===== config.mk =====
export PLATFORM = sky130hd
export DESIGN_NAME = uart_tx_arbiter
export DESIGN_NICKNAME = d
export VERILOG_FILES = /design/src/rtl/uart_tx_arbiter.sv
export SDC_FILE = /design/constraint.sdc
export NUM_CORES = 1
export LEC_CHECK = 0
export CORE_MARGIN = 8
export CORE_UTILIZATION = 47
export CTS_CLUSTER_DIAMETER = 60
export DETAILED_ROUTE_END_ITERATION = 8
export HOLD_SLACK_MARGIN = 0.15
export PLACE_DENSITY = 0.89
export REMOVE_ABC_BUFFERS = 1
export SLEW_MARGIN = 30
export SYNTH_ARGS = -nofsm -noshare
export SYNTH_HDL_FRONTEND = slang
export SYNTH_SLANG_ARGS = --single-unit

===== constraint.sdc =====
create_clock -name clock -period 1.85 [get_ports clock]
set_input_delay 0.2775 -clock clock [delete_from_list [all_inputs] [get_ports clock]]
set_output_delay 0.2775 -clock clock [all_outputs]
set_load 0.02 [all_outputs]

===== src/rtl/uart_tx_arbiter.sv =====
// Round-robin sharing of one 8N1 serial transmitter among NUM_REQ byte-stream requesters.
// Optional build macro UART_ARB_ID_HDR_EN prefixes each message with header {4'hA, grant_id}.
module uart_tx_arbiter #(
    parameter int NUM_REQ = 4,
    parameter int IDX_W   = 2
) (
    input  logic                 clock,
    input  logic                 reset,
    input  logic [NUM_REQ-1:0]   req_valid,
    input  logic [8*NUM_REQ-1:0] req_data,
    input  logic [NUM_REQ-1:0]   req_last,
    output logic [NUM_REQ-1:0]   req_ready,
    output logic                 tx_data_valid,
    output logic [7:0]           tx_data,
    input  logic                 tx_busy,
    input  logic                 tx_done,
    output logic [IDX_W-1:0]     grant_id,
    output logic                 busy
);

`ifdef UART_ARB_ID_HDR_EN
    typedef enum logic [2:0] {
        IDLE      = 3'd0,
        ISSUE     = 3'd1,
        WAIT_DONE = 3'd2,
        HDR_ISSUE = 3'd3,
        HDR_WAIT  = 3'd4
    } state_t;
    logic [7:0]       payload_r;
`else
    typedef enum logic [2:0] {
        IDLE      = 3'd0,
        ISSUE     = 3'd1,
        WAIT_DONE = 3'd2
    } state_t;
`endif

    state_t           state_r;
    state_t           state_s;
    logic [IDX_W-1:0] rr_ptr_r;
    logic             lock_r;
    logic [IDX_W-1:0] grant_id_r;
    logic             last_q_r;
    logic [7:0]       tx_data_r;
    logic             tx_data_valid_r;

    logic [IDX_W-1:0] sel_s;
    logic             found_s;
    logic             accept_s;
    logic [7:0]       data_sel_s;
    logic             last_sel_s;
    logic             done_msg_s;
    logic [IDX_W-1:0] rr_next_s;

    // Requester selection: locked owner, else first valid at or after the rr pointer
    always_comb begin
        int idx;
        idx     = 0;
        sel_s   = grant_id_r;
        found_s = 1'b0;
        if (lock_r) begin
            sel_s   = grant_id_r;
            found_s = req_valid[grant_id_r];
        end else begin
            // Descending scan so the smallest rotated offset is the last to win
            for (int k = NUM_REQ - 1; k >= 0; k--) begin
                idx = int'(rr_ptr_r) + k;
                idx = (idx >= NUM_REQ) ? (idx - NUM_REQ) : idx;
                sel_s   = req_valid[idx] ? IDX_W'(idx) : sel_s;
                found_s = req_valid[idx] ? 1'b1 : found_s;
            end
        end
    end

    assign accept_s   = (state_r == IDLE) && !tx_busy && found_s;
    assign data_sel_s = req_data[{sel_s, 3'b000} +: 8];
    assign last_sel_s = req_last[sel_s];
    assign done_msg_s = (state_r == WAIT_DONE) && tx_done;
    assign rr_next_s  = (grant_id_r == IDX_W'(NUM_REQ - 1)) ? {IDX_W{1'b0}}
                                                           : (grant_id_r + IDX_W'(1));

    // One-hot ready toward the selected requester
    always_comb begin
        req_ready = {NUM_REQ{1'b0}};
        if (accept_s) begin
            req_ready[sel_s] = 1'b1;
        end else begin
            req_ready = {NUM_REQ{1'b0}};
        end
    end

    // FSM state register
    always_ff @(posedge clock or negedge reset) begin
        if (!reset) begin
            state_r <= IDLE;
        end else begin
            state_r <= state_s;
        end
    end

    // FSM next-state logic
    always_comb begin
        state_s = state_r;
        case (state_r)
            IDLE: begin
                if (accept_s) begin
`ifdef UART_ARB_ID_HDR_EN
                    state_s = lock_r ? ISSUE : HDR_ISSUE;
`else
                    state_s = ISSUE;
`endif
                end else begin
                    state_s = IDLE;
                end
            end
            ISSUE:     state_s = WAIT_DONE;
            WAIT_DONE: state_s = tx_done ? IDLE : WAIT_DONE;
`ifdef UART_ARB_ID_HDR_EN
            HDR_ISSUE: state_s = HDR_WAIT;
            HDR_WAIT:  state_s = tx_done ? ISSUE : HDR_WAIT;
`endif
            default:   state_s = IDLE;
        endcase
    end

    // Transmit pulse registered so it is high exactly in the issue states
`ifdef UART_ARB_ID_HDR_EN
    always_ff @(posedge clock or negedge reset) begin
        if (!reset) begin
            tx_data_valid_r <= 1'b0;
        end else begin
            tx_data_valid_r <= (state_s == ISSUE) || (state_s == HDR_ISSUE);
        end
    end
`else
    always_ff @(posedge clock or negedge reset) begin
        if (!reset) begin
            tx_data_valid_r <= 1'b0;
        end else begin
            tx_data_valid_r <= (state_s == ISSUE);
        end
    end
`endif

    // Captured byte, owner and end-of-message flag at acceptance
    always_ff @(posedge clock or negedge reset) begin
        if (!reset) begin
            tx_data_r  <= 8'h00;
            grant_id_r <= {IDX_W{1'b0}};
            last_q_r   <= 1'b0;
`ifdef UART_ARB_ID_HDR_EN
            payload_r  <= 8'h00;
`endif
        end else if (accept_s) begin
            grant_id_r <= sel_s;
            last_q_r   <= last_sel_s;
`ifdef UART_ARB_ID_HDR_EN
            payload_r  <= data_sel_s;
            tx_data_r  <= lock_r ? data_sel_s : {4'hA, 4'(sel_s)};
        end else if ((state_r == HDR_WAIT) && tx_done) begin
            tx_data_r  <= payload_r;
`else
            tx_data_r  <= data_sel_s;
`endif
        end
    end

    // Message lock and round-robin pointer advance on the payload done
    always_ff @(posedge clock or negedge reset) begin
        if (!reset) begin
            lock_r   <= 1'b0;
            rr_ptr_r <= {IDX_W{1'b0}};
        end else if (done_msg_s) begin
            lock_r   <= !last_q_r;
            rr_ptr_r <= last_q_r ? rr_next_s : rr_ptr_r;
        end
    end

    assign tx_data_valid = tx_data_valid_r;
    assign tx_data       = tx_data_r;
    assign grant_id      = grant_id_r;
    assign busy          = (state_r != IDLE);

endmodule


Yosys cells after proc, flatten, opt, wreduce, memory -nomap -nowiden. Cells that the tools add are included.

Output and inout port bits: 16. Register bits after elaboration: 18. Logic and storage cells: 77. Bits of input ports: 44.

Shift operators: 1. Equal/unequal tests: 4. $add $sub $neg: 8. Order comparisons: 11. Multiplexer cells: 37. Reduce and logical (&&, ||, !) cells: 9.

Operator list (number): 32-bit by 4-bit < comparator with 1-bit output, second input constant (4); 32-bit 2-to-1 mux (4); 32-bit by 6-bit variable part select with 8-bit output (1); 1-bit 2-to-1 mux (17); 2-bit 2-to-1 mux (7); 1-bit binary-select mux with 2-bit select (6); 3-bit by 3-bit subtractor with 4-bit output, second input constant (3); 3-bit >= comparator, second input constant (3); 3-bit case mux with 3 select lines (1); 2-bit by 2-bit adder with 3-bit output, second input constant (2); 3-bit by 1-bit equality test with 1-bit output, second input constant (2); 2-bit by 3-bit < comparator with 1-bit output, second input constant (2); 1-bit logical AND (4); 4-bit 2-to-1 mux (1); 2-bit by 3-bit subtractor with 4-bit output, second input constant (1); 2-bit by 1-bit adder with 3-bit output, second input constant (1); 3-bit by 2-bit equality test with 1-bit output, second input constant (1); 2-bit by 3-bit >= comparator with 1-bit output, second input constant (1); 3-bit zero test (1); 3-bit nonzero test (1); 2-bit by 1-bit adder with 2-bit output, second input constant (1); 1-bit demux with 2-bit select (1); 2-bit equality test, second input constant (1); 2-bit by 1-bit >= comparator with 1-bit output, second input constant (1); 2 further kinds (3).

Logic depth before layout (Yosys ltp).
Word-level depth: 16. Gate-level depth with buffers: 8. Gate-level depth less buffers: 5.

Worst setup path before layout. No wires, ideal clock.

Kind: reg-to-output. Start point: register grant_id_r[1] (netlist: grant_id[1]). End point: output port req_ready[2]. Arrival time: 1.827 ns. Path buffers: 2. Stages on the path, launching flop included: 8. Setup slack: -0.255 ns. Cells stage by stage: dfrtp_1 > buf_6 > and2_1 > buf_6 > a22oi_2 > and4bb_2 > a21bo_2 > nor2_1.

Cells in the longest elaborated chain, start to end: 10. Elaborated cells on any way between the ends: 15. Classes of those cells: 2 x order compare; 11 x mux; 2 x reduce/logical.

Ends and longest elaborated chain: start: declaration (line 42) `logic [IDX_W-1:0] grant_id_r;`; start signal: assignment (line 149) `grant_id_r <= {IDX_W{1'b0}};`; start signal: assignment (line 155) `grant_id_r <= sel_s;`; 2-bit 2-to-1 mux (4 in a row) (line 69) `sel_s = req_valid[idx] ? IDX_W'(idx) : sel_s;`; 2-bit 2-to-1 mux (line 61) `if (lock_r) begin`; 2-bit by 3-bit < comparator with 1-bit output (implied by the code) or 2-bit by 1-bit >= comparator with 1-bit output (tied branches) (line 86) `req_ready[sel_s] = 1'b1;`; 1-bit logical AND (implied by the code) (line 86); 1-bit 2-to-1 mux (implied by the code) (line 86); 1-bit demux with 2-bit select (line 86); 4-bit 2-to-1 mux (*) (line 85) `if (accept_s) begin`; end: declaration (line 12) `output logic [NUM_REQ-1:0] req_ready,`.

Every way passes the cells marked *; elsewhere a longest branch is shown, timed or not. The select of a mux whose other input is x is not followed.

Worst setup path in the final report.
Start point: register grant_id_r[0] (netlist: grant_id[0]). End point: output port req_ready[2].

Same word-level chain as after synthesis.

==> qor.csv <==
metric;value;unit
largest net degree at the start of global routing;23;
Syn. warnings;0;
via count;2609;
ys async rst share;100;%
Sink Count;17;
Routed wire per std cell;24.5;um
Slew Viols, Final;0;
fmax;447;MHz
Layout Area Growth over Synthesis;78.8;%
Crit-path slowest cell;dfrtp_1;
Final Setup Violations;14;
status;complete, but fails checks;
slew margin rel.;69.5;%
fin worst setup slack;-0.386;ns
Main synth FF type;dfrtp_1;
initial antenna violation count;0;
die width;78.2;um
TritonCTS clock tree;built;
Pwr Total;4.83;mW
GP Congestion;0.884;
DR iter-0 viols;403;
H-Tree Depth;1;
cell breakdown of the critical path;mux2i_1 > a22oi_2 > and4bb_2 > a21bo_4 > nor2_4 > buf_6;
Worst EP arrival;1.96;ns
hold_ws;0.346;ns
Top-Level Pins;60;
clock-pin transition on the worst setup and hold timing paths;0.07;ns
Worst Setup Start Kind;flip-flop;
fin area;3250;um^2
Hold Path Class;input pin to asynchronous set/reset pin;
Rows;22;
post-synthesis sequential area ratio;23.4;%
Remaining DRCs;0;
DP Area;2660;um^2
Yosys cell types;50;
Yosys reg bits;17;
Comb power frac;79.3;%
maximum buffer depth of the clock tree;2;
post-route ant nets;0;
Tcrit/Tclk final;121;%
DRT Pass-1 Iters;5;
total die area;6120;um^2
Synth Instances;232;
Reg power frac;14.7;%
total CTS buffers;3;
count of input and output buffers;59;
Int Pwr;2.37;mW
Util after Layout;88.2;%
Die Height;78.2;um
max incr delay on CP;0.44;ns
Overflow after GRT;0;
switching pwr;2.46;mW
Via density;6.94;
total wire length;9210;um
Worst setup EP type;output pin;
kind of critical path;flip-flop to output pin;
clock network power share;5.9;%
RSZ-0062 raised after global routing;yes;
total core area;3690;um^2
maximum VDD drop;0.861;mV
switch share;51.0;%
leak pwr;1.27;nW
total track usage;24.8;%
Initial Util;49.3;%
syn_area_per_cell;7.84;um^2
worst-margin pin slew;0.453;ns
fin nets;374;
latest clock arrival within the worst-skew pair;0.26;ns
min cycle time layout;2.24;ns
Pwr Density;1480;nW/um^2
Fin Clk Skew;0.00905;ns
Netlist Area Pre-Place;1820;um^2
wire length of the first global-routing pass;12400;um
hpwl dp;4930;um
failing checks;setup timing;
Hold Vio Cnt, Final;0;
layout cells sized above 1;36.6;%
fill count;174;
max cap viols;0;
root buffer cell;clkbuf_8;
r2r worst-path depth;10;
diode count;0;
CP Data Required Time;1.57;ns
EDFF count, synth;0;
CP Max Fanout;3;
vias in the first global route;2500;
synthesized netlist by cell type (7+ instances only):
master    count  area share (%)
a21oi_1      12             3.3
a221oi_1      9             4.3
a22oi_1       9             3.7
and2_1        9             3.1
buf_2         7             1.9
dfrtp_1      17              23
inv_1        15             3.1
mux2i_1      11             6.1
nand2_1      34             7.0
nand3_1       9             2.5
nor2_1        8             1.7
nor4_1        9             3.1
o21ai_0      11             3.0
o221ai_1     10             4.8
o311ai_1      9             4.3
flip-flops by register name, summed over array words and instances, names as in the netlist:
name,cells
tx_data_valid,1
rr_ptr_r,2
lock_r,1
state_r,2
grant_id,2
tx_data,8
last_q_r,1
logic make-up (layout without fill, tap and decap cells):
logic type	count (synthesis)	count (layout)	share of synthesized area, %
multiplexers	12	12	6.67
AO/OA/AOI/OAI	77	77	32.6
buffers and inverters	35	131	10.2
adder cells (fa/ha/maj)	1	1	0.688
AND/OR/NAND/NOR	90	90	26.5
flip-flops	17	17	23.4
power by group through the flow:
| stage | Sequential [mW] | Clock (mW) | Combinational, mW |
|---|---|---|---|
| floorplan | 0.904 | 0 | 1.26 |
| global placement | 0.681 | 0 | 2.66 |
| detailed placement | 0.692 | 0 | 2.75 |
| CTS | 0.691 | 0.277 | 3.19 |
| global route | 0.723 | 0.303 | 3.99 |
| finish | 0.712 | 0.287 | 3.83 |
final timing paths:
path,from,endpoint,slack [ns]
max,grant_id[0],req_ready[2],-0.39
min in group clock,state_r[1],state_r[1],0.56
max reg2reg,grant_id[1],tx_data[0],-0.37
max in group asynchronous,reset,rr_ptr_r[0],1.29
min,reset,tx_data[3],0.35
min reg2reg,state_r[1],state_r[1],0.56
worst max-delay path: cells and delay by family (launching register included):
kind	cells	cell delay (ns)
AO/OA/AOI/OAI	2	0.51
flip-flops	1	0.44
multiplexers	1	0.17
AND/OR/NAND/NOR	2	0.46
buffers and inverters	1	0.13
layer usage:
metal / track usage (%) / share of wire, % / up-vias
li1: - / - / 1078
met1: 27.9 / 36 / 1226
met2: 42.0 / 47 / 246
met3: 5.13 / 11 / 59
met4: 15.0 / 6.2 / 0
met5: 0 / 0 / -
per-stage QoR:
step	cells	worst slack, ns	TNS, ns
floorplan	212	-0.736	-5.50
global placement	361	-0.812	-6.54
detailed placement	361	-0.865	-7.52
CTS	372	-0.293	-1.31
global route	376	-0.408	-4.51
finish	376	-0.386	-3.94
repair_timing:
| item | CTS | global route |
|---|---|---|
| buffers inserted | 6 | 4 |
| setup endpoints to repair | 14 | 15 |
| cloned | 1 | 1 |
| gates resized for setup | 75 | 39 |
| pin swaps | 29 | 27 |
| hold buffers | 0 | 0 |
| endpoints found under the hold margin | 0 | 0 |
cells in the final DEF, fill, tap and decap left out, types with 2 or more instances in the layout:
cell,instances
clkdlybuf4s50_1,49
buf_4,43
nand2_1,33
dfrtp_1,16
inv_1,15
buf_6,13
mux2i_1,11
o21ai_0,11
a21oi_1,11
o311ai_2,9
nor4_4,9
a22oi_1,9
o221ai_1,8
and2_1,8
nand3_1,8
a221oi_2,7
dlygate4sd2_1,6
nor2_4,4
nor2b_1,3
nor2_1,3
clkbuf_8,3
and3_1,2
o211ai_1,2
o21a_1,2
nor3_4,2
o221ai_2,2
final cells by class:
cell class / instances / area (um^2) / share of cell area, %
multi-input cells: 180 / 1640 / 50.3
repair buffers: 112 / 1030 / 31.6
flip-flops and latches: 17 / 427 / 13.1
well taps: 48 / 60.1 / 1.85
inverters: 15 / 56.3 / 1.73
clock buffers: 3 / 41.3 / 1.27
clock inverters: 1 / 5.00 / 0.154
Note: power is estimated with default switching activity, not from simulation.
